$ cat config.mk
export PLATFORM = sky130hd
export DESIGN_NAME = dcache_ctrl_flat
export DESIGN_NICKNAME = d
export VERILOG_FILES = /design/src/rtl/dcache_pkg.sv /design/src/rtl/dcache_if.sv /design/src/rtl/dcache_line_store.sv /design/src/rtl/dcache_ctrl.sv /design/src/flat_wrapper.sv
export SDC_FILE = /design/constraint.sdc
export NUM_CORES = 2
export LEC_CHECK = 0
export BUFFER_PORTS_ARGS = -buffer_cell sky130_fd_sc_hd__buf_2
export CORE_MARGIN = 5
export CORE_UTILIZATION = 62
export DETAILED_ROUTE_END_ITERATION = 8
export HOLD_SLACK_MARGIN = 0.1
export PLACE_DENSITY_LB_ADDON = 0.15
export SYNTH_ARGS = -nofsm -noshare
export SYNTH_HDL_FRONTEND = slang
export SYNTH_HIERARCHICAL = 1
export SYNTH_SLANG_ARGS = --single-unit
$ cat constraint.sdc
create_clock -name CLK -period 8.14 [get_ports CLK]
set_input_delay 0.814 -clock CLK [delete_from_list [all_inputs] [get_ports CLK]]
set_output_delay 0.814 -clock CLK [all_outputs]
set_load 0.03 [all_outputs]
$ cat src/rtl/dcache_pkg.sv
// Shared types and address-field helpers for the direct-mapped write-through data cache.
package dcache_pkg;

  localparam int unsigned DEF_NUM_LINES  = 16;
  localparam int unsigned DEF_LINE_WORDS = 4;
  localparam int unsigned DEF_ADDR_W     = 32;
  localparam int unsigned DATA_W         = 32;
  localparam int unsigned BYTE_OFF_W     = 2;

  typedef enum logic [1:0] {
    ST_IDLE,
    ST_FILL,
    ST_WRITE,
    ST_RESP
  } state_e;

  function automatic int unsigned word_w(input int unsigned line_words);
    return $clog2(line_words);
  endfunction

  function automatic int unsigned idx_w(input int unsigned num_lines);
    return $clog2(num_lines);
  endfunction

  function automatic int unsigned tag_w(input int unsigned addr_w,
                                        input int unsigned num_lines,
                                        input int unsigned line_words);
    return addr_w - BYTE_OFF_W - word_w(line_words) - idx_w(num_lines);
  endfunction

  // Field layout for the default geometry: [1:0] byte, word, index, tag.
  localparam int unsigned WORD_LSB = BYTE_OFF_W;
  localparam int unsigned IDX_LSB  = WORD_LSB + $clog2(DEF_LINE_WORDS);
  localparam int unsigned TAG_LSB  = IDX_LSB + $clog2(DEF_NUM_LINES);
  localparam int unsigned DEF_TAG_W = DEF_ADDR_W - TAG_LSB;

endpackage

$ cat src/rtl/dcache_if.sv
// Backing-memory request/acknowledge bus between the data cache (master) and memory (slave).
interface dcache_if #(
  parameter int unsigned ADDR_W = 32
);
  logic              mem_req;
  logic              mem_we;
  logic [ADDR_W-1:0] mem_addr;
  logic [31:0]       mem_wdata;
  logic              mem_ack;
  logic [31:0]       mem_rdata;

  modport master (
    output mem_req, mem_we, mem_addr, mem_wdata,
    input  mem_ack, mem_rdata
  );

  modport slave (
    input  mem_req, mem_we, mem_addr, mem_wdata,
    output mem_ack, mem_rdata
  );
endinterface

$ cat src/rtl/dcache_line_store.sv
// Tag, valid and data arrays: one combinational read port, synchronous writes, valid clear-all on reset.
module dcache_line_store
  import dcache_pkg::*;
#(
  parameter int unsigned NUM_LINES  = DEF_NUM_LINES,
  parameter int unsigned LINE_WORDS = DEF_LINE_WORDS,
  parameter int unsigned TAG_W      = DEF_TAG_W,
  localparam int unsigned IDX_W     = idx_w(NUM_LINES),
  localparam int unsigned WORD_W    = word_w(LINE_WORDS)
) (
  input  logic              clk,
  input  logic              rst,

  input  logic [IDX_W-1:0]  rd_index,
  input  logic [WORD_W-1:0] rd_word,
  output logic [TAG_W-1:0]  rd_tag,
  output logic              rd_valid,
  output logic [31:0]       rd_data,

  input  logic              inv_en,
  input  logic [IDX_W-1:0]  inv_index,

  input  logic              data_we,
  input  logic [IDX_W-1:0]  data_index,
  input  logic [WORD_W-1:0] data_word,
  input  logic [31:0]       data_wdata,

  input  logic              tag_we,
  input  logic [IDX_W-1:0]  tag_index,
  input  logic [TAG_W-1:0]  tag_wdata
);

  logic [NUM_LINES-1:0] valid_q;
  logic [NUM_LINES-1:0] valid_d;
  logic [TAG_W-1:0]     tag_q  [NUM_LINES];
  logic [31:0]          data_q [NUM_LINES][LINE_WORDS];

  assign rd_tag   = tag_q[rd_index];
  assign rd_valid = valid_q[rd_index];
  assign rd_data  = data_q[rd_index][rd_word];

  always_comb begin
    valid_d = valid_q;
    if (inv_en) valid_d[inv_index] = 1'b0;
    if (tag_we) valid_d[tag_index] = 1'b1;
  end

  always_ff @(posedge clk) begin
    if (rst) valid_q <= '0;
    else     valid_q <= valid_d;
  end

  // Tag and data carry no reset; valid bits alone decide whether contents are trusted.
  always_ff @(posedge clk) begin
    if (!rst) begin
      if (tag_we)  tag_q[tag_index]              <= tag_wdata;
      if (data_we) data_q[data_index][data_word] <= data_wdata;
    end
  end

endmodule

$ cat src/rtl/dcache_ctrl.sv
// Direct-mapped, write-through, no-write-allocate blocking data cache for the MEM stage.
// Optional hit/miss counters enabled by defining DCACHE_STATS_EN.
module dcache_ctrl
  import dcache_pkg::*;
#(
  parameter int unsigned NUM_LINES  = DEF_NUM_LINES,
  parameter int unsigned LINE_WORDS = DEF_LINE_WORDS,
  parameter int unsigned ADDR_W     = DEF_ADDR_W
) (
  input  logic              CLK,
  input  logic              RESET,
  input  logic              MemRead,
  input  logic              MemWrite,
  input  logic [ADDR_W-1:0] Address,
  input  logic [31:0]       Write_Data,
  output logic [31:0]       Read_data,
  output logic              Stall,
  dcache_if.master          mem
`ifdef DCACHE_STATS_EN
  ,
  output logic [31:0]       hit_count,
  output logic [31:0]       miss_count
`endif
);

  localparam int unsigned WORD_W  = word_w(LINE_WORDS);
  localparam int unsigned IDX_W   = idx_w(NUM_LINES);
  localparam int unsigned TAG_W   = tag_w(ADDR_W, NUM_LINES, LINE_WORDS);
  localparam int unsigned IDX_LSB = BYTE_OFF_W + WORD_W;
  localparam int unsigned TAG_LSB = IDX_LSB + IDX_W;

  localparam logic [ADDR_W-1:0] WORD_MASK = ~ADDR_W'(3);
  localparam logic [ADDR_W-1:0] LINE_MASK = ~ADDR_W'(LINE_WORDS * 4 - 1);

  state_e            state_q, state_d;
  logic              mem_req_q, mem_req_d;
  logic              mem_we_q, mem_we_d;
  logic [ADDR_W-1:0] mem_addr_q, mem_addr_d;
  logic [31:0]       mem_wdata_q, mem_wdata_d;

  logic [WORD_W-1:0] lk_word;
  logic [IDX_W-1:0]  lk_index;
  logic [TAG_W-1:0]  lk_tag;
  logic [WORD_W-1:0] fill_word;
  logic [IDX_W-1:0]  fill_index;
  logic [TAG_W-1:0]  fill_tag;
  logic              fill_last;

  logic [TAG_W-1:0]  rd_tag;
  logic              rd_valid;
  logic [31:0]       rd_data;
  logic              hit;
  logic              lookup;

  logic              inv_en;
  logic              data_we;
  logic [IDX_W-1:0]  data_index;
  logic [WORD_W-1:0] data_word;
  logic [31:0]       data_wdata;
  logic              tag_we;

  assign lk_word    = Address[IDX_LSB-1:BYTE_OFF_W];
  assign lk_index   = Address[TAG_LSB-1:IDX_LSB];
  assign lk_tag     = Address[ADDR_W-1:TAG_LSB];
  assign fill_word  = mem_addr_q[IDX_LSB-1:BYTE_OFF_W];
  assign fill_index = mem_addr_q[TAG_LSB-1:IDX_LSB];
  assign fill_tag   = mem_addr_q[ADDR_W-1:TAG_LSB];
  assign fill_last  = &fill_word;

  assign hit    = rd_valid && (rd_tag == lk_tag);
  assign lookup = (state_q == ST_IDLE) && (MemRead || MemWrite) && !RESET;

  dcache_line_store #(
    .NUM_LINES  (NUM_LINES),
    .LINE_WORDS (LINE_WORDS),
    .TAG_W      (TAG_W)
  ) u_store (
    .clk        (CLK),
    .rst        (RESET),
    .rd_index   (lk_index),
    .rd_word    (lk_word),
    .rd_tag     (rd_tag),
    .rd_valid   (rd_valid),
    .rd_data    (rd_data),
    .inv_en     (inv_en),
    .inv_index  (lk_index),
    .data_we    (data_we),
    .data_index (data_index),
    .data_word  (data_word),
    .data_wdata (data_wdata),
    .tag_we     (tag_we),
    .tag_index  (fill_index),
    .tag_wdata  (fill_tag)
  );

  always_comb begin
    state_d     = state_q;
    mem_req_d   = mem_req_q;
    mem_we_d    = mem_we_q;
    mem_addr_d  = mem_addr_q;
    mem_wdata_d = mem_wdata_q;
    Stall       = 1'b0;
    Read_data   = '0;
    inv_en      = 1'b0;
    data_we     = 1'b0;
    data_index  = lk_index;
    data_word   = lk_word;
    data_wdata  = Write_Data;
    tag_we      = 1'b0;

    if (!RESET) begin
      unique case (state_q)
        ST_IDLE: begin
          if (MemWrite) begin
            Stall       = 1'b1;
            data_we     = hit;
            state_d     = ST_WRITE;
            mem_req_d   = 1'b1;
            mem_we_d    = 1'b1;
            mem_addr_d  = Address & WORD_MASK;
            mem_wdata_d = Write_Data;
          end else if (MemRead) begin
            if (hit) begin
              Read_data = rd_data;
            end else begin
              // Invalidate up front so a fill abandoned midway can never produce a hit.
              Stall      = 1'b1;
              inv_en     = 1'b1;
              state_d    = ST_FILL;
              mem_req_d  = 1'b1;
              mem_we_d   = 1'b0;
              mem_addr_d = Address & LINE_MASK;
            end
          end
        end
        ST_FILL: begin
          Stall = 1'b1;
          if (mem.mem_ack) begin
            data_we    = 1'b1;
            data_index = fill_index;
            data_word  = fill_word;
            data_wdata = mem.mem_rdata;
            if (fill_last) begin
              tag_we    = 1'b1;
              mem_req_d = 1'b0;
              state_d   = ST_IDLE;
            end else begin
              mem_addr_d = mem_addr_q + ADDR_W'(4);
            end
          end
        end
        ST_WRITE: begin
          Stall = 1'b1;
          if (mem.mem_ack) begin
            mem_req_d = 1'b0;
            state_d   = ST_RESP;
          end
        end
        ST_RESP: begin
          state_d = ST_IDLE;
        end
        default: state_d = ST_IDLE;
      endcase
    end
  end

  always_ff @(posedge CLK) begin
    if (RESET) begin
      state_q     <= ST_IDLE;
      mem_req_q   <= 1'b0;
      mem_we_q    <= 1'b0;
      mem_addr_q  <= '0;
      mem_wdata_q <= '0;
    end else begin
      state_q     <= state_d;
      mem_req_q   <= mem_req_d;
      mem_we_q    <= mem_we_d;
      mem_addr_q  <= mem_addr_d;
      mem_wdata_q <= mem_wdata_d;
    end
  end

  assign mem.mem_req   = mem_req_q;
  assign mem.mem_we    = mem_we_q;
  assign mem.mem_addr  = mem_addr_q;
  assign mem.mem_wdata = mem_wdata_q;

`ifdef DCACHE_STATS_EN
  logic [31:0] hit_cnt_q, hit_cnt_d;
  logic [31:0] miss_cnt_q, miss_cnt_d;
  logic        relookup_q, relookup_d;

  // The IDLE cycle right after a fill re-presents the same load; it is not a new access.
  always_comb begin
    hit_cnt_d  = hit_cnt_q;
    miss_cnt_d = miss_cnt_q;
    relookup_d = (state_q == ST_FILL) && mem.mem_ack && fill_last;
    if (lookup && !relookup_q) begin
      if (hit) hit_cnt_d  = hit_cnt_q + 32'd1;
      else     miss_cnt_d = miss_cnt_q + 32'd1;
    end
  end

  always_ff @(posedge CLK) begin
    if (RESET) begin
      hit_cnt_q  <= '0;
      miss_cnt_q <= '0;
      relookup_q <= 1'b0;
    end else begin
      hit_cnt_q  <= hit_cnt_d;
      miss_cnt_q <= miss_cnt_d;
      relookup_q <= relookup_d;
    end
  end

  assign hit_count  = hit_cnt_q;
  assign miss_count = miss_cnt_q;
`else
  logic unused_lookup;
  assign unused_lookup = lookup;
`endif

endmodule
$ cat src/flat_wrapper.sv
// flat-port wrapper written by rule: the top's interface ports become plain ports
module dcache_ctrl_flat import dcache_pkg::*;
#(
  parameter int unsigned NUM_LINES  = DEF_NUM_LINES,
  parameter int unsigned LINE_WORDS = DEF_LINE_WORDS,
  parameter int unsigned ADDR_W     = DEF_ADDR_W
)
  (CLK, RESET, MemRead, MemWrite, Address, Write_Data, Read_data, Stall, mem_mem_req, mem_mem_we, mem_mem_addr, mem_mem_wdata, mem_mem_ack, mem_mem_rdata);
  dcache_if #(.ADDR_W(ADDR_W)) mem_i ();
  input  logic CLK;
  input  logic RESET;
  input  logic MemRead;
  input  logic MemWrite;
  input  logic [ADDR_W-1:0] Address;
  input  logic [31:0] Write_Data;
  output logic [31:0] Read_data;
  output logic Stall;
  output wire logic [$bits(mem_i.mem_req)-1:0] mem_mem_req;
  output wire logic [$bits(mem_i.mem_we)-1:0] mem_mem_we;
  output wire logic [$bits(mem_i.mem_addr)-1:0] mem_mem_addr;
  output wire logic [$bits(mem_i.mem_wdata)-1:0] mem_mem_wdata;
  input wire logic [$bits(mem_i.mem_ack)-1:0] mem_mem_ack;
  input wire logic [$bits(mem_i.mem_rdata)-1:0] mem_mem_rdata;
  assign mem_mem_req = mem_i.mem_req;
  assign mem_mem_we = mem_i.mem_we;
  assign mem_mem_addr = mem_i.mem_addr;
  assign mem_mem_wdata = mem_i.mem_wdata;
  assign mem_i.mem_ack = mem_mem_ack;
  assign mem_i.mem_rdata = mem_mem_rdata;
  dcache_ctrl #(.NUM_LINES(NUM_LINES), .LINE_WORDS(LINE_WORDS), .ADDR_W(ADDR_W)) u_core (.CLK(CLK), .RESET(RESET), .MemRead(MemRead), .MemWrite(MemWrite), .Address(Address), .Write_Data(Write_Data), .Read_data(Read_data), .Stall(Stall), .mem(mem_i));
endmodule
==> flow_summary.toml <==
[power]
power_leakage_nw = 34.8
power_mw = 28.3
ir_drop_v = 0.000224
power.density_mw_per_mm2 = 258
p_int_mw = 21.7
p_sw_share_pct = 23.3
p_comb_share_pct = 8.4
pwr-share-clk_pct = 38.5
seqPwrFrac_pct = 53.1
p_switching_mw = 6.60

[cells_and_area]
final_area_sq_mm = 0.110
final_nets = 5041
final_common_cell = "edfxtp_1"
area_delta_synth_final_pct = 12.3
final_cell_mix = "2432 x edfxtp_1, 637 x mux4_2, 240 x clkbuf_16"
fill_cells = 9416
drive_gt1_share_pct = 30.1
fin_util_pct = 70.1

[timing]
worst_slew_pin_slew_ps = 1160
slew-limit-headroom_pct = 22.6
tns_ps = 0
rsz0062_at_grt = "false"
drv_slew = 0
skew_ps = 37.0
period_needed_ps = 6530
final_hold_viol_count = 0
period_share_pct = 80.3
setup_viol = 0
max_freq_ghz = 0.153

[critical_path]
worstPathArrival_ps = 5720
r2r_end = "u_core/u_store/data_q[2][101]"
path_delay_family = "buffers and inverters"
r2r-start = "u_core/u_store/tag_q[15][1]"
cp-end-kind = "output port"
worstSetupPathType = "in -> out"
slowest_stage = "buf_4"
worst_path_most_repeated_cell = "buf_4"
path_buf_inv = 5
max_stage_delay_ps = 780
r2r_cells = 13
path_cells = "buf_8, buf_4, buf_4, buf_4, mux4_2, a22oi_1, nand2_1, o21ai_0, a21oi_1, and2_1, buf_2"
crit_fanout = 40
startpoint_type = "primary input"
r2r_slack_ps = 2330
cp.required_ps = 7330

[drt]
vias_per_cell = 6.82
postRouteWirelength_mm = 244
routedWlPerCell_um = 33.9
via_count = 49048
drc = 0
drt_iter0_drc = 6967
dr.pass1.iters = 6
drtAntennaViolNets = 0

[synth]
async_reset_ff_share_pct = 0
yosysSeqAreaShare_pct = 76.5
yosys_warnings = 6
ys_seq_elements = 2514
synth_area_sq_mm = 0.0977
synth_cells = 4544
synth_edf_count = 2432
ys_types = 66
synth_flop_cell = "edfxtp_1"
syn_area_per_cell_sq_um = 21.5

[placement]
port_buffers = 195
dpl_cell_area_sq_mm = 0.102
gp_congestion = 0.919
place_hpwl_mm = 140

[global_routing]
overflow = 0
grt_pass1_vias = 48856
antenna_found_initial = 9
grt_usage_pct = 29.8
grt_pass1_wl_mm = 348
grt_max_degree = 113

[die]
num_io_pins = 200
die_area_sq_mm = 0.166
die_w_um = 407
die_y_um = 407
rows = 145
start_util_pct = 62.5
core_area_sq_mm = 0.156

[cts]
cts_resized = 0
htree_levels = 4
clk_pin_slew_worst_paths_ps = 60
worstSkewPairLatency_ps = 850
cts_tree = "done"
cts.sink_count = 2514
post_cts_buffers = 0
cts_hold_buf = 0
clockBufferDepth = 3
cts_buffers = 237
cts_root_buf = "clkbuf_16"

[flow_run]
cap_violations = 0

[worst_hold_path]
holdCritStartpoint = "Write_Data[21]"
whs_path_depth = 3
holdPathEnd = "u_core/mem.mem_wdata[21]"
hp-class = "in -> reg"

[run_status]
status = "complete, no violations"
[metal layers]
metal	wire length [um]	GRT usage (%)	up-vias	part of all wire (%)
li1	-	-	19895	-
met1	90300	41.9	25923	37
met2	118000	46.9	2783	48
met3	27400	7.54	447	11
met4	8280	9.72	0	3.4
met5	0	0	-	0
[sequential cells by signal, indices dropped and copies added (netlist names)]
| signal | cells |
|---|---|
| u_core/mem.mem_addr | 30 |
| u_core/mem.mem_we | 1 |
| u_core/u_store/data_q | 2048 |
| u_core/state_q | 2 |
| u_core/mem.mem_wdata | 32 |
| u_core/u_store/valid_q | 16 |
| u_core/mem.mem_req | 1 |
| u_core/u_store/tag_q | 384 |
[how the worst max path moves through the flow]
stage | end | cells past startpoint | from
after CTS | Read_data[26] | 11 | Address[4]
after global routing | Read_data[31] | 12 | Address[4]
after floorplan | u_core/u_store/data_q[15][100] | 16 | Address[4]
after detailed placement | u_core/u_store/data_q[4][56] | 15 | Address[4]
after global placement | u_core/u_store/data_q[2][116] | 15 | Address[4]
final | Read_data[26] | 11 | Address[4]
[stage by stage]
step | hold WS, ps | std cells | setup WS, ps
global placement | 440 | 6754 | 1130
global route | 175 | 7188 | 1170
floorplan | 456 | 4545 | 2070
CTS | 159 | 7188 | 1400
finish | 214 | 7195 | 1610
detailed placement | 443 | 6754 | 1170
[power by group through the flow]
| stage | registers, mW | clock network (mW) | logic, mW |
|---|---|---|---|
| floorplan | 15.3 | 0 | 1.31 |
| global placement | 15.3 | 0 | 2.30 |
| detailed placement | 15.3 | 0 | 2.35 |
| CTS | 15.0 | 11.0 | 2.36 |
| global route | 15.0 | 11.6 | 2.50 |
| finish | 15.0 | 10.9 | 2.37 |
[synthesized netlist by cell type, drive strengths merged (11+ instances only)]
cell type	n	area share [%]
a211oi	27	0.21
a21oi	103	0.53
a221oi	23	0.22
a22o	12	0.11
a22oi	101	0.78
and2	48	0.31
buf	166	1.3
clkbuf	91	0.35
dfxtp	82	1.7
edfxtp	2432	75
inv	12	0.046
mux2	60	0.69
mux2i	49	0.50
mux4	637	15
nand2	200	0.77
nand2b	14	0.097
nand3	74	0.38
nand4	20	0.13
nor2	108	0.42
nor2b	23	0.15
nor3	16	0.082
o211ai	34	0.26
o21ai	51	0.26
o22ai	34	0.22
o32ai	11	0.11
or3	24	0.15
xnor2	24	0.22
[cells by family after synthesis]
| group | count (synthesis) | synth area share [%] |
|---|---|---|
| AOI/OAI and AO/OA | 429 | 2.99 |
| xor gates and xnor gates | 24 | 0.215 |
| and+or+nand+nor | 555 | 2.74 |
| DFF | 2514 | 76.5 |
| muxes | 746 | 15.9 |
| buffers and inverters | 270 | 1.65 |
| adders and majority gates | 5 | 0.0641 |
| other | 1 | 0.00384 |
[area by class of cell]
cell class | count | area [sq um] | area share [%]
well taps | 2058 | 2570 | 2.35
multi-input cells | 1761 | 22000 | 20.0
clock inverters | 141 | 1460 | 1.33
repair buffers | 408 | 2700 | 2.46
flip-flops and latches | 2514 | 74700 | 68.1
clock buffers | 293 | 6200 | 5.66
diodes | 7 | 17.5 | 0.0160
inverters | 13 | 50.0 | 0.0456
[worst register-to-register path: cells and delay by family, from the launching register on]
family | cells | cell delay, ps
flip-flops | 1 | 370
AND/OR/NAND/NOR | 7 | 2560
buffers and inverters | 2 | 860
multiplexers | 2 | 1040
AO/OA/AOI/OAI | 1 | 260
XOR/XNOR | 1 | 380
No activity file was read; power rests on OpenSTA's default activity.
